--- src/rtl/lfsr_pkg.sv ---
// Shared LFSR definitions for the stream encrypter/decrypter pair.
// Combinational helpers only; no latency, no flow control.
package lfsr_pkg;

    localparam logic [7:0] TAP_MASK_DEFAULT = 8'hE1;
    localparam logic [7:0] LFSR_RESET_SEED  = 8'h41;

    typedef enum logic [2:0] {
        HUNT,
        SEED,
        LEN,
        DATA,
        CHECK
    } state_e;

    localparam logic [1:0] ERR_NONE    = 2'b00;
    localparam logic [1:0] ERR_ZERO    = 2'b01;
    localparam logic [1:0] ERR_CSUM    = 2'b10;
    localparam logic [1:0] ERR_TIMEOUT = 2'b11;

    // Fibonacci step: shift left, feedback is parity of the tapped bits.
    function automatic logic [7:0] lfsr_step(input logic [7:0] q, input logic [7:0] taps);
        return {q[6:0], ^(q & taps)};
    endfunction

endpackage

--- src/rtl/lfsr_keystream.sv ---
// 8-bit Fibonacci keystream register: load a seed or advance one step per cycle.
// q_o updates one cycle after load_i/advance_i; no flow control, load wins over advance.
module lfsr_keystream
    import lfsr_pkg::*;
#(
    parameter logic [7:0] TAP_MASK = TAP_MASK_DEFAULT
) (
    input  logic       clk,
    input  logic       rst,
    input  logic       load_i,
    input  logic [7:0] seed_i,
    input  logic       advance_i,
    output logic [7:0] q_o
);

    logic [7:0] q_q;
    logic [7:0] q_d;

    always_comb begin
        q_d = q_q;
        if (load_i) begin
            q_d = seed_i;
        end else if (advance_i) begin
            q_d = lfsr_step(q_q, TAP_MASK);
        end
    end

    always_ff @(posedge clk) begin
        if (rst) begin
            q_q <= LFSR_RESET_SEED;
        end else begin
            q_q <= q_d;
        end
    end

    assign q_o = q_q;

endmodule

--- src/rtl/lfsr_stream_decrypt.sv ---
// Framed LFSR stream decrypter with XOR checksum check and inter-byte timeout.
// Plaintext one cycle after accept; in_ready drops in DATA only while the output register is stalled.
module lfsr_stream_decrypt
    import lfsr_pkg::*;
#(
    parameter logic [7:0]  SYNC_BYTE      = 8'hA5,
    parameter logic [7:0]  TAP_MASK       = TAP_MASK_DEFAULT,
    parameter int unsigned TIMEOUT_CYCLES = 1024
) (
    input  logic       clk,
    input  logic       rst,
    input  logic [7:0] in_data,
    input  logic       in_valid,
    output logic       in_ready,
    output logic [7:0] out_data,
    output logic       out_valid,
    input  logic       out_ready,
    output logic       out_last,
    output logic       frame_done,
    output logic       frame_err,
    output logic [1:0] err_code
);

    localparam int TW = $clog2(TIMEOUT_CYCLES);
    localparam logic [TW-1:0] TO_LAST = TW'(TIMEOUT_CYCLES - 1);

    state_e        state_q, state_d;
    logic [7:0]    rem_q, rem_d;
    logic [7:0]    csum_q, csum_d;
    logic [TW-1:0] to_q, to_d;
    logic [7:0]    out_data_q, out_data_d;
    logic          out_valid_q, out_valid_d;
    logic          out_last_q, out_last_d;
    logic          done_q, done_d;
    logic          err_q, err_d;
    logic [1:0]    code_q, code_d;

    logic          accept;
    logic [7:0]    plain;
    logic          ks_load;
    logic          ks_adv;
    logic [7:0]    ks_q;

    lfsr_keystream #(.TAP_MASK(TAP_MASK)) u_ks (
        .clk       (clk),
        .rst       (rst),
        .load_i    (ks_load),
        .seed_i    (in_data),
        .advance_i (ks_adv),
        .q_o       (ks_q)
    );

    always_comb begin
        state_d     = state_q;
        rem_d       = rem_q;
        csum_d      = csum_q;
        to_d        = to_q;
        out_valid_d = out_valid_q & ~out_ready;
        out_data_d  = out_data_q;
        out_last_d  = out_valid_d ? out_last_q : 1'b0;
        done_d      = 1'b0;
        err_d       = 1'b0;
        code_d      = ERR_NONE;
        ks_load     = 1'b0;
        ks_adv      = 1'b0;
        in_ready    = (state_q == DATA) ? (~out_valid_q | out_ready) : 1'b1;
        accept      = in_valid & in_ready;
        plain       = in_data ^ ks_q;

        case (state_q)
            HUNT: begin
                if (accept && in_data == SYNC_BYTE) state_d = SEED;
            end
            SEED: begin
                if (accept) begin
                    if (in_data == 8'h00) begin
                        err_d   = 1'b1;
                        code_d  = ERR_ZERO;
                        state_d = HUNT;
                    end else begin
                        ks_load = 1'b1;
                        state_d = LEN;
                    end
                end
            end
            LEN: begin
                if (accept) begin
                    if (in_data == 8'h00) begin
                        err_d   = 1'b1;
                        code_d  = ERR_ZERO;
                        state_d = HUNT;
                    end else begin
                        rem_d   = in_data;
                        csum_d  = 8'h00;
                        state_d = DATA;
                    end
                end
            end
            DATA: begin
                if (accept) begin
                    out_valid_d = 1'b1;
                    out_data_d  = plain;
                    out_last_d  = (rem_q == 8'd1);
                    csum_d      = csum_q ^ plain;
                    rem_d       = rem_q - 8'd1;
                    ks_adv      = 1'b1;
                    if (rem_q == 8'd1) state_d = CHECK;
                end
            end
            CHECK: begin
                if (accept) begin
                    done_d  = 1'b1;
                    state_d = HUNT;
                    if (in_data != csum_q) begin
                        err_d  = 1'b1;
                        code_d = ERR_CSUM;
                    end
                end
            end
            default: state_d = HUNT;
        endcase

        // Idle-cycle watchdog; an accept always clears it, so it can never race a timeout.
        if (state_q == HUNT || accept) begin
            to_d = '0;
        end else if (in_ready && !in_valid) begin
            if (to_q == TO_LAST) begin
                to_d    = '0;
                err_d   = 1'b1;
                code_d  = ERR_TIMEOUT;
                state_d = HUNT;
            end else begin
                to_d = to_q + TW'(1);
            end
        end
    end

    always_ff @(posedge clk) begin
        if (rst) begin
            state_q     <= HUNT;
            rem_q       <= 8'h00;
            csum_q      <= 8'h00;
            to_q        <= '0;
            out_data_q  <= 8'h00;
            out_valid_q <= 1'b0;
            out_last_q  <= 1'b0;
            done_q      <= 1'b0;
            err_q       <= 1'b0;
            code_q      <= ERR_NONE;
        end else begin
            state_q     <= state_d;
            rem_q       <= rem_d;
            csum_q      <= csum_d;
            to_q        <= to_d;
            out_data_q  <= out_data_d;
            out_valid_q <= out_valid_d;
            out_last_q  <= out_last_d;
            done_q      <= done_d;
            err_q       <= err_d;
            code_q      <= code_d;
        end
    end

    assign out_data   = out_data_q;
    assign out_valid  = out_valid_q;
    assign out_last   = out_last_q;
    assign frame_done = done_q;
    assign frame_err  = err_q;
    assign err_code   = code_q;

endmodule

--- config.mk ---
export PLATFORM = sky130hd
export DESIGN_NAME = lfsr_stream_decrypt
export DESIGN_NICKNAME = d
export VERILOG_FILES = /design/src/rtl/lfsr_pkg.sv /design/src/rtl/lfsr_keystream.sv /design/src/rtl/lfsr_stream_decrypt.sv
export SDC_FILE = /design/constraint.sdc
export NUM_CORES = 1
export LEC_CHECK = 0
export BUFFER_PORTS_ARGS = -buffer_cell sky130_fd_sc_hd__clkbuf_2
export CAP_MARGIN = 20
export CORE_AREA = 2 2 80 82
export CTS_BUF_LIST = sky130_fd_sc_hd__clkbuf_4
export DETAILED_ROUTE_END_ITERATION = 6
export DIE_AREA = 0 0 82 84
export PLACE_DENSITY = 0.66
export SYNTH_ARGS = -nofsm -noshare
export SYNTH_HDL_FRONTEND = slang
export SYNTH_SLANG_ARGS = --single-unit
--- constraint.sdc ---
create_clock -name clk -period 2.2 [get_ports clk]
set_input_delay 0.66 -clock clk [delete_from_list [all_inputs] [get_ports clk]]
set_output_delay 0.66 -clock clk [all_outputs]
set_load 0.005 [all_outputs]
==> results of run 1 <==
registers in the layout, summed over array words and instances, names as in the netlist:
register,cells
to_q,10
csum_q,8
out_data,8
rem_q,8
u_ks.q_o,8
state_q,3
err_code,2
frame_done,1
frame_err,1
out_last,1
out_valid,1
repair_timing:
| action | 4_1_cts | 5_1_grt |
|---|---|---|
| hold buffers | 0 | 0 |
| gates resized for setup | 0 | 1 |
| setup endpoints to repair | 0 | 1 |
final timing paths:
path                                              end  slack, ps  depth (start not counted)
worst max-delay path                         in_ready        100                          3
worst min-delay path              out_last$_SDFF_PP0_        480                          2
worst max register to register  state_q[0]$_SDFF_PP0_        150                          6
worst min register to register    out_last$_SDFF_PP0_        480                          2
report_power, final:
group | total, mW | switching (mW) | internal (mW)
combinational | 0.102 | 0.0605 | 0.0412
clock | 0.664 | 0.311 | 0.353
sequential | 0.925 | 0.000432 | 0.924
total | 1.69 | 0.372 | 1.32
routing by layer:
| layer | vias to the layer above | part of all wire | track usage |
|---|---|---|---|
| li1 | 1204 | - | - |
| met3 | 8 | 0.060 | 0.0422 |
| met1 | 1071 | 0.47 | 0.272 |
| met5 | - | 0 | 0 |
| met2 | 56 | 0.46 | 0.300 |
| met4 | 0 | 0.014 | 0.0636 |
cell usage after synthesis, drive strengths merged (2+ instances only):
| master | instances | area share |
|---|---|---|
| dfxtp | 51 | 0.39 |
| nor2 | 44 | 0.063 |
| nand2 | 32 | 0.046 |
| a21oi | 21 | 0.040 |
| o21ai | 16 | 0.038 |
| xor2 | 14 | 0.047 |
| xnor2 | 12 | 0.040 |
| a211oi | 9 | 0.026 |
| nand2b | 9 | 0.021 |
| buf | 8 | 0.023 |
| or3 | 8 | 0.019 |
| clkbuf | 7 | 0.010 |
| a311oi | 6 | 0.020 |
| nor4 | 6 | 0.014 |
| inv | 5 | 0.0072 |
| nand3 | 5 | 0.0095 |
| nor3 | 5 | 0.0095 |
| and3 | 4 | 0.0095 |
| nand3b | 4 | 0.011 |
| a2bb2oi | 3 | 0.017 |
| a31oi | 3 | 0.0072 |
| ha | 3 | 0.014 |
| or4 | 3 | 0.0086 |
| a22oi | 2 | 0.0057 |
| and3b | 2 | 0.0067 |
| mux2i | 2 | 0.0076 |
| nand4 | 2 | 0.0048 |
| o31ai | 2 | 0.0057 |
cells by family after synthesis:
group           Yosys count  share of synthesized area
simple gates            130                      0.242
compound gates           75                      0.211
mux                       2                    0.00763
fa+ha+maj                 3                     0.0143
flops                    51                      0.389
buf+inv                  20                     0.0405
xor+xnor                 27                     0.0954
tightest hold or removal path, stage by stage (launching register included):
cell	delay, ps
dfxtp_1	350
nand2_1	50
a21oi_1	60
placed cells by master, fill, tap and decap left out, types with 3 or more instances in the layout:
master	synthesis	layout
dfxtp_1	51	50
nor2_1	44	44
nand2_1	32	32
buf_4	0	29
clkbuf_2	0	26
a21oi_1	21	21
xor2_1	14	14
xnor2_1	12	12
o21ai_0	10	10
nand2b_1	9	9
a211oi_1	9	9
or3_1	8	8
a311oi_1	6	6
nor4_1	6	6
inv_1	5	5
o21ai_2	5	5
nand3_1	5	5
clkbuf_4	0	5
nand3b_1	4	4
and3_1	4	4
nor3_1	5	4
a31oi_1	3	3
a2bb2oi_2	3	3
ha_1	3	3
layout make-up:
cell class / instances / area [µm²]
Fill cell: 595 / 2980
Clock buffer: 5 / 37.5
Sequential cell: 51 / 1020
Timing Repair Buffer: 56 / 368
Inverter: 5 / 18.8
Clock inverter: 3 / 67.6
Multi-Input combinational cell: 237 / 1510
Tap cell: 77 / 96.3
==> results.ini, run 1 <==
[synth]
synth-edff-count = 0
synth_seq_cells = 51
synth-seq-area-share = 0.389
ys_async_sr_fraction = 0
synth_cell_types = 52
synth_ff_type = dfxtp_1
synthCells = 308
syn_nets = 323
syn_area_mm2 = 0.00262
syn_avg_cell_area_um2 = 8.52
ys_warn_count = 0

[critical_path]
path_class = flip-flop to primary output
crit_path_max_fanout = 10
slowest_delay_ps = 530
path_cells = and3b_1 > nand2_1 > clkbuf_2
cp_num_buf_inv = 1
r2r-start = rem_q[3]$_SDFFE_PP0P_
worst_ep_arrival_time_ps = 1440
crit_family = flip-flops
start_kind = flip-flop
critPathLaunch = state_q[0]$_SDFF_PP0_
required_ps = 1540
end_kind = primary output
crit_slowest_cell = dfxtp_1

[clock_tree]
ctsLongestPathBuffers = 2
cts-root-buf = clkbuf_4
cts_tree = built
cts.sink_count = 51
insertion_delay_ps = 380
post_cts_buffers = 0
cts_buffers = 5
clkTransAtPathRegs_ps = 150
htree_num_levels = 2

[sta]
hold_violations = 0
fin_tns_setup_ps = 0
slew_headroom = 0.733
setup_slack_ps = 101
slew_violations = 0
rsz0062_at_grt = false
period_share = 0.954
post-route-min-period_ps = 2100
finClkSkew_ps = 22.4
setup_viol_count_final = 0
timing.fmax_mhz = 476
tightest_slew_ps = 395
hold_ws_ps = 484

[global_route]
grt_max_degree = 25
gr-total-overflow = 0
grt_util_all_layers = 0.196
grt_pass1_wl_mm = 10.5
grt_pass1_vias = 2212
antenna_found_initial = 0

[power]
total_leakage_power_nw = 1.19
power.total_mw = 1.69
p_per_area_mw_per_mm2 = 543
ir_worst_vdd_uv = 386

[routing]
via_count = 2339
wl_per_cell_um = 14.3
drtIter0Drc = 117
routed_via_density = 5.39
ant_nets = 0
drt_wl_total_mm = 6.19
drt-pass1-iter-count = 4
drc = 0

[floorplanning]
boundaryPins = 27
die-area_mm2 = 0.00689
initial_core_util = 0.430
die_w_um = 82
die_h_um = 84
design.core.area_mm2 = 0.00610
num_rows = 29

[cells_and_area]
antennaDiodeCount = 0
instances_no_fill = 434
design_area_mm2 = 0.00312
nets = 371
area.growth.synth_to_final_pct = 18.7
postLayoutCoreUtil = 0.511
drive_above_1_share = 0.218

[min_path]
hold_start = out_last$_SDFF_PP0_
hold_path.class = flip-flop to flip-flop

[placed_design]
place_congestion = 0.795
dp_hpwl_mm = 4.66
place_ws_ps = -126
dpl.cell_count = 426
port_buffers = 26
place_area_mm2 = 0.00301

[run_status]
status = finished clean

[flow_run]
drv_cap = 0

Power figures use the tool's default switching activity.
==> run 2: changes to the inputs <==
--- a/config.mk
+++ b/config.mk
@@ -7,11 +7,12 @@
 export LEC_CHECK = 0
 export BUFFER_PORTS_ARGS = -buffer_cell sky130_fd_sc_hd__clkbuf_2
 export CAP_MARGIN = 20
-export CORE_AREA = 2 2 80 82
+export CORE_AREA = 2 2 90 92
 export CTS_BUF_LIST = sky130_fd_sc_hd__clkbuf_4
 export DETAILED_ROUTE_END_ITERATION = 6
-export DIE_AREA = 0 0 82 84
-export PLACE_DENSITY = 0.66
+export DIE_AREA = 0 0 92 94
+export PLACE_DENSITY = 0.55
+export SKIP_LAST_GASP = 1
 export SYNTH_ARGS = -nofsm -noshare
 export SYNTH_HDL_FRONTEND = slang
 export SYNTH_SLANG_ARGS = --single-unit
==> run 2 against run 1 <==
  * Fmax is 1.4% higher
  * Clock skew is 5.2 ps lower
  * Total power is 13% lower
  * Critical path type unchanged
==> results.ini, run 2 (synthesis results as in run 1) <==
[clock_tree]
insertion_delay_ps = 380  ; about the same
post_cts_buffers = 0  ; unchanged
clkTransAtPathRegs_ps = 150  ; about the same
ctsLongestPathBuffers = 2  ; unchanged
htree_num_levels = 2  ; unchanged
cts-root-buf = clkbuf_4
cts.sink_count = 51  ; unchanged
cts_tree = built
cts_buffers = 5  ; unchanged

[min_path]
hold_path.class = flip-flop to flip-flop

[sta]
period_share = 0.941  ; -0.0132
slew_headroom = 0.671  ; -0.0621
slew_violations = 0  ; unchanged
timing.fmax_mhz = 483  ; +1.4%
fin_tns_setup_ps = 0  ; unchanged
tightest_slew_ps = 490  ; +95.0 ps
rsz0062_at_grt = false
setup_viol_count_final = 0  ; unchanged
post-route-min-period_ps = 2070  ; -29.1 ps
finClkSkew_ps = 17.1  ; -5.23 ps
hold_violations = 0  ; unchanged

[placed_design]
place_area_mm2 = 0.00305  ; +1.5%
dp_hpwl_mm = 4.96  ; +6.4%
port_buffers = 26  ; unchanged
place_congestion = 0.816  ; +2.6%

[run_status]
status = finished clean

[floorplanning]
die_w_um = 92  ; +12%
die_h_um = 94  ; +12%
initial_core_util = 0.345  ; -0.0855
die-area_mm2 = 0.00865  ; +26%
boundaryPins = 27  ; unchanged
design.core.area_mm2 = 0.00761  ; +25%
num_rows = 32  ; +10%

[power]
ir_worst_vdd_uv = 206  ; -47%
p_per_area_mw_per_mm2 = 474  ; -13%
power.total_mw = 1.47  ; -13%
total_leakage_power_nw = 1.18  ; -1.0%

[global_route]
grt_pass1_vias = 2347  ; +6.1%
grt_util_all_layers = 0.164  ; -0.0326
grt_pass1_wl_mm = 11.3  ; +6.9%
grt_max_degree = 25  ; unchanged
gr-total-overflow = 0  ; unchanged
antenna_found_initial = 0  ; unchanged

[critical_path]
crit_slowest_cell = dfxtp_1
path_class = flip-flop to primary output
slowest_delay_ps = 340  ; -190 ps
required_ps = 1540  ; about the same
crit_path_max_fanout = 13  ; +3
end_kind = primary output
path_cells = buf_4 > and3b_1 > nand2_1 > clkbuf_2
start_kind = flip-flop
worst_ep_arrival_time_ps = 1410  ; -30 ps

[routing]
drc = 0  ; unchanged
ant_nets = 0  ; unchanged
drt-pass1-iter-count = 6  ; +2
drtIter0Drc = 101  ; -14%
via_count = 2350  ; +0.47%
wl_per_cell_um = 14.5  ; +1.6%
routed_via_density = 5.12  ; -5.0%
drt_wl_total_mm = 6.65  ; +7.5%

[cells_and_area]
nets = 371  ; unchanged
top_register = to_q
area.growth.synth_to_final_pct = 18.6  ; about the same
largest_reg_flops = 10  ; unchanged
nFillCells = 811  ; +36%
final_cell_mix = dfxtp_1 (51), nor2_1 (44), nand2_1 (32)
design_area_mm2 = 0.00311  ; about the same
seq_area_mm2 = 0.00102  ; -0.12%
antennaDiodeCount = 0  ; unchanged
drive_above_1_share = 0.218  ; unchanged
final_common_cell = dfxtp_1
multi_input_area_mm2 = 0.00151  ; +0.17%

[flow_run]
drv_cap = 0  ; unchanged

## run 2: cell count changes in the layout (fill, tap and decap cells not counted), sizes merged
| cell | change |
|---|---|
| clkinv | +1 |
| clkbuf | +1 |
| bufinv | -2 |
## run 2: report_power, final
part | switching, mW | internal [mW]
clock network | 0.308 | 0.136
registers | 0.000422 | 0.924
logic | 0.0630 | 0.0419
## run 2: area by class of cell
class	instances	area share
multi-input combinational	237	0.484
sequential	51	0.328
timing repair buffer	56	0.122
tap	102	0.0410
clock buffer	6	0.0145
inverter	5	0.00603
clock inverter	2	0.00402
## run 2: per-layer routing
metal  track usage  part of all wire  vias to the layer above
li1              -                 -                     1207
met1         0.219              0.49                     1083
met2         0.268              0.44                       52
met3        0.0313             0.056                        8
met4        0.0473             0.012                        0
met5             0                 0                        -
## run 2: timing repair
action / in CTS / in global routing
hold buffers: 0 / 0
endpoints found under the setup margin: 0 / 1
resized for setup: 0 / 1
## run 2: stage by stage
stage | utilization | setup slack [ps] | hold WS, ps | cells
floorplan | - | 16.3 | 453 | 308
global placement | 0.401 | -105 | 456 | 451
detailed placement | 0.401 | -138 | 458 | 451
CTS | 0.409 | 90.9 | 485 | 459
global route | 0.409 | 47.4 | 503 | 459
finish | 0.409 | 130 | 485 | 459
## run 2: worst paths after layout
kind | cells after the start | start | endpoint | slack, ps
worst min register to register | 2 | out_last$_SDFF_PP0_ | out_last$_SDFF_PP0_ | 490
worst min-delay path | 2 | out_last$_SDFF_PP0_ | out_last$_SDFF_PP0_ | 490
worst max-delay path | 4 | state_q[2]$_SDFF_PP0_ | in_ready | 130
worst max register to register | 6 | rem_q[3]$_SDFFE_PP0P_ | state_q[0]$_SDFF_PP0_ | 220
## run 2: worst max-delay path: cells and delay by family, from the launching register on
family,cells,cell delay (ps)
buffers and inverters,2,300
AND/OR/NAND/NOR,2,400
flip-flops,1,340
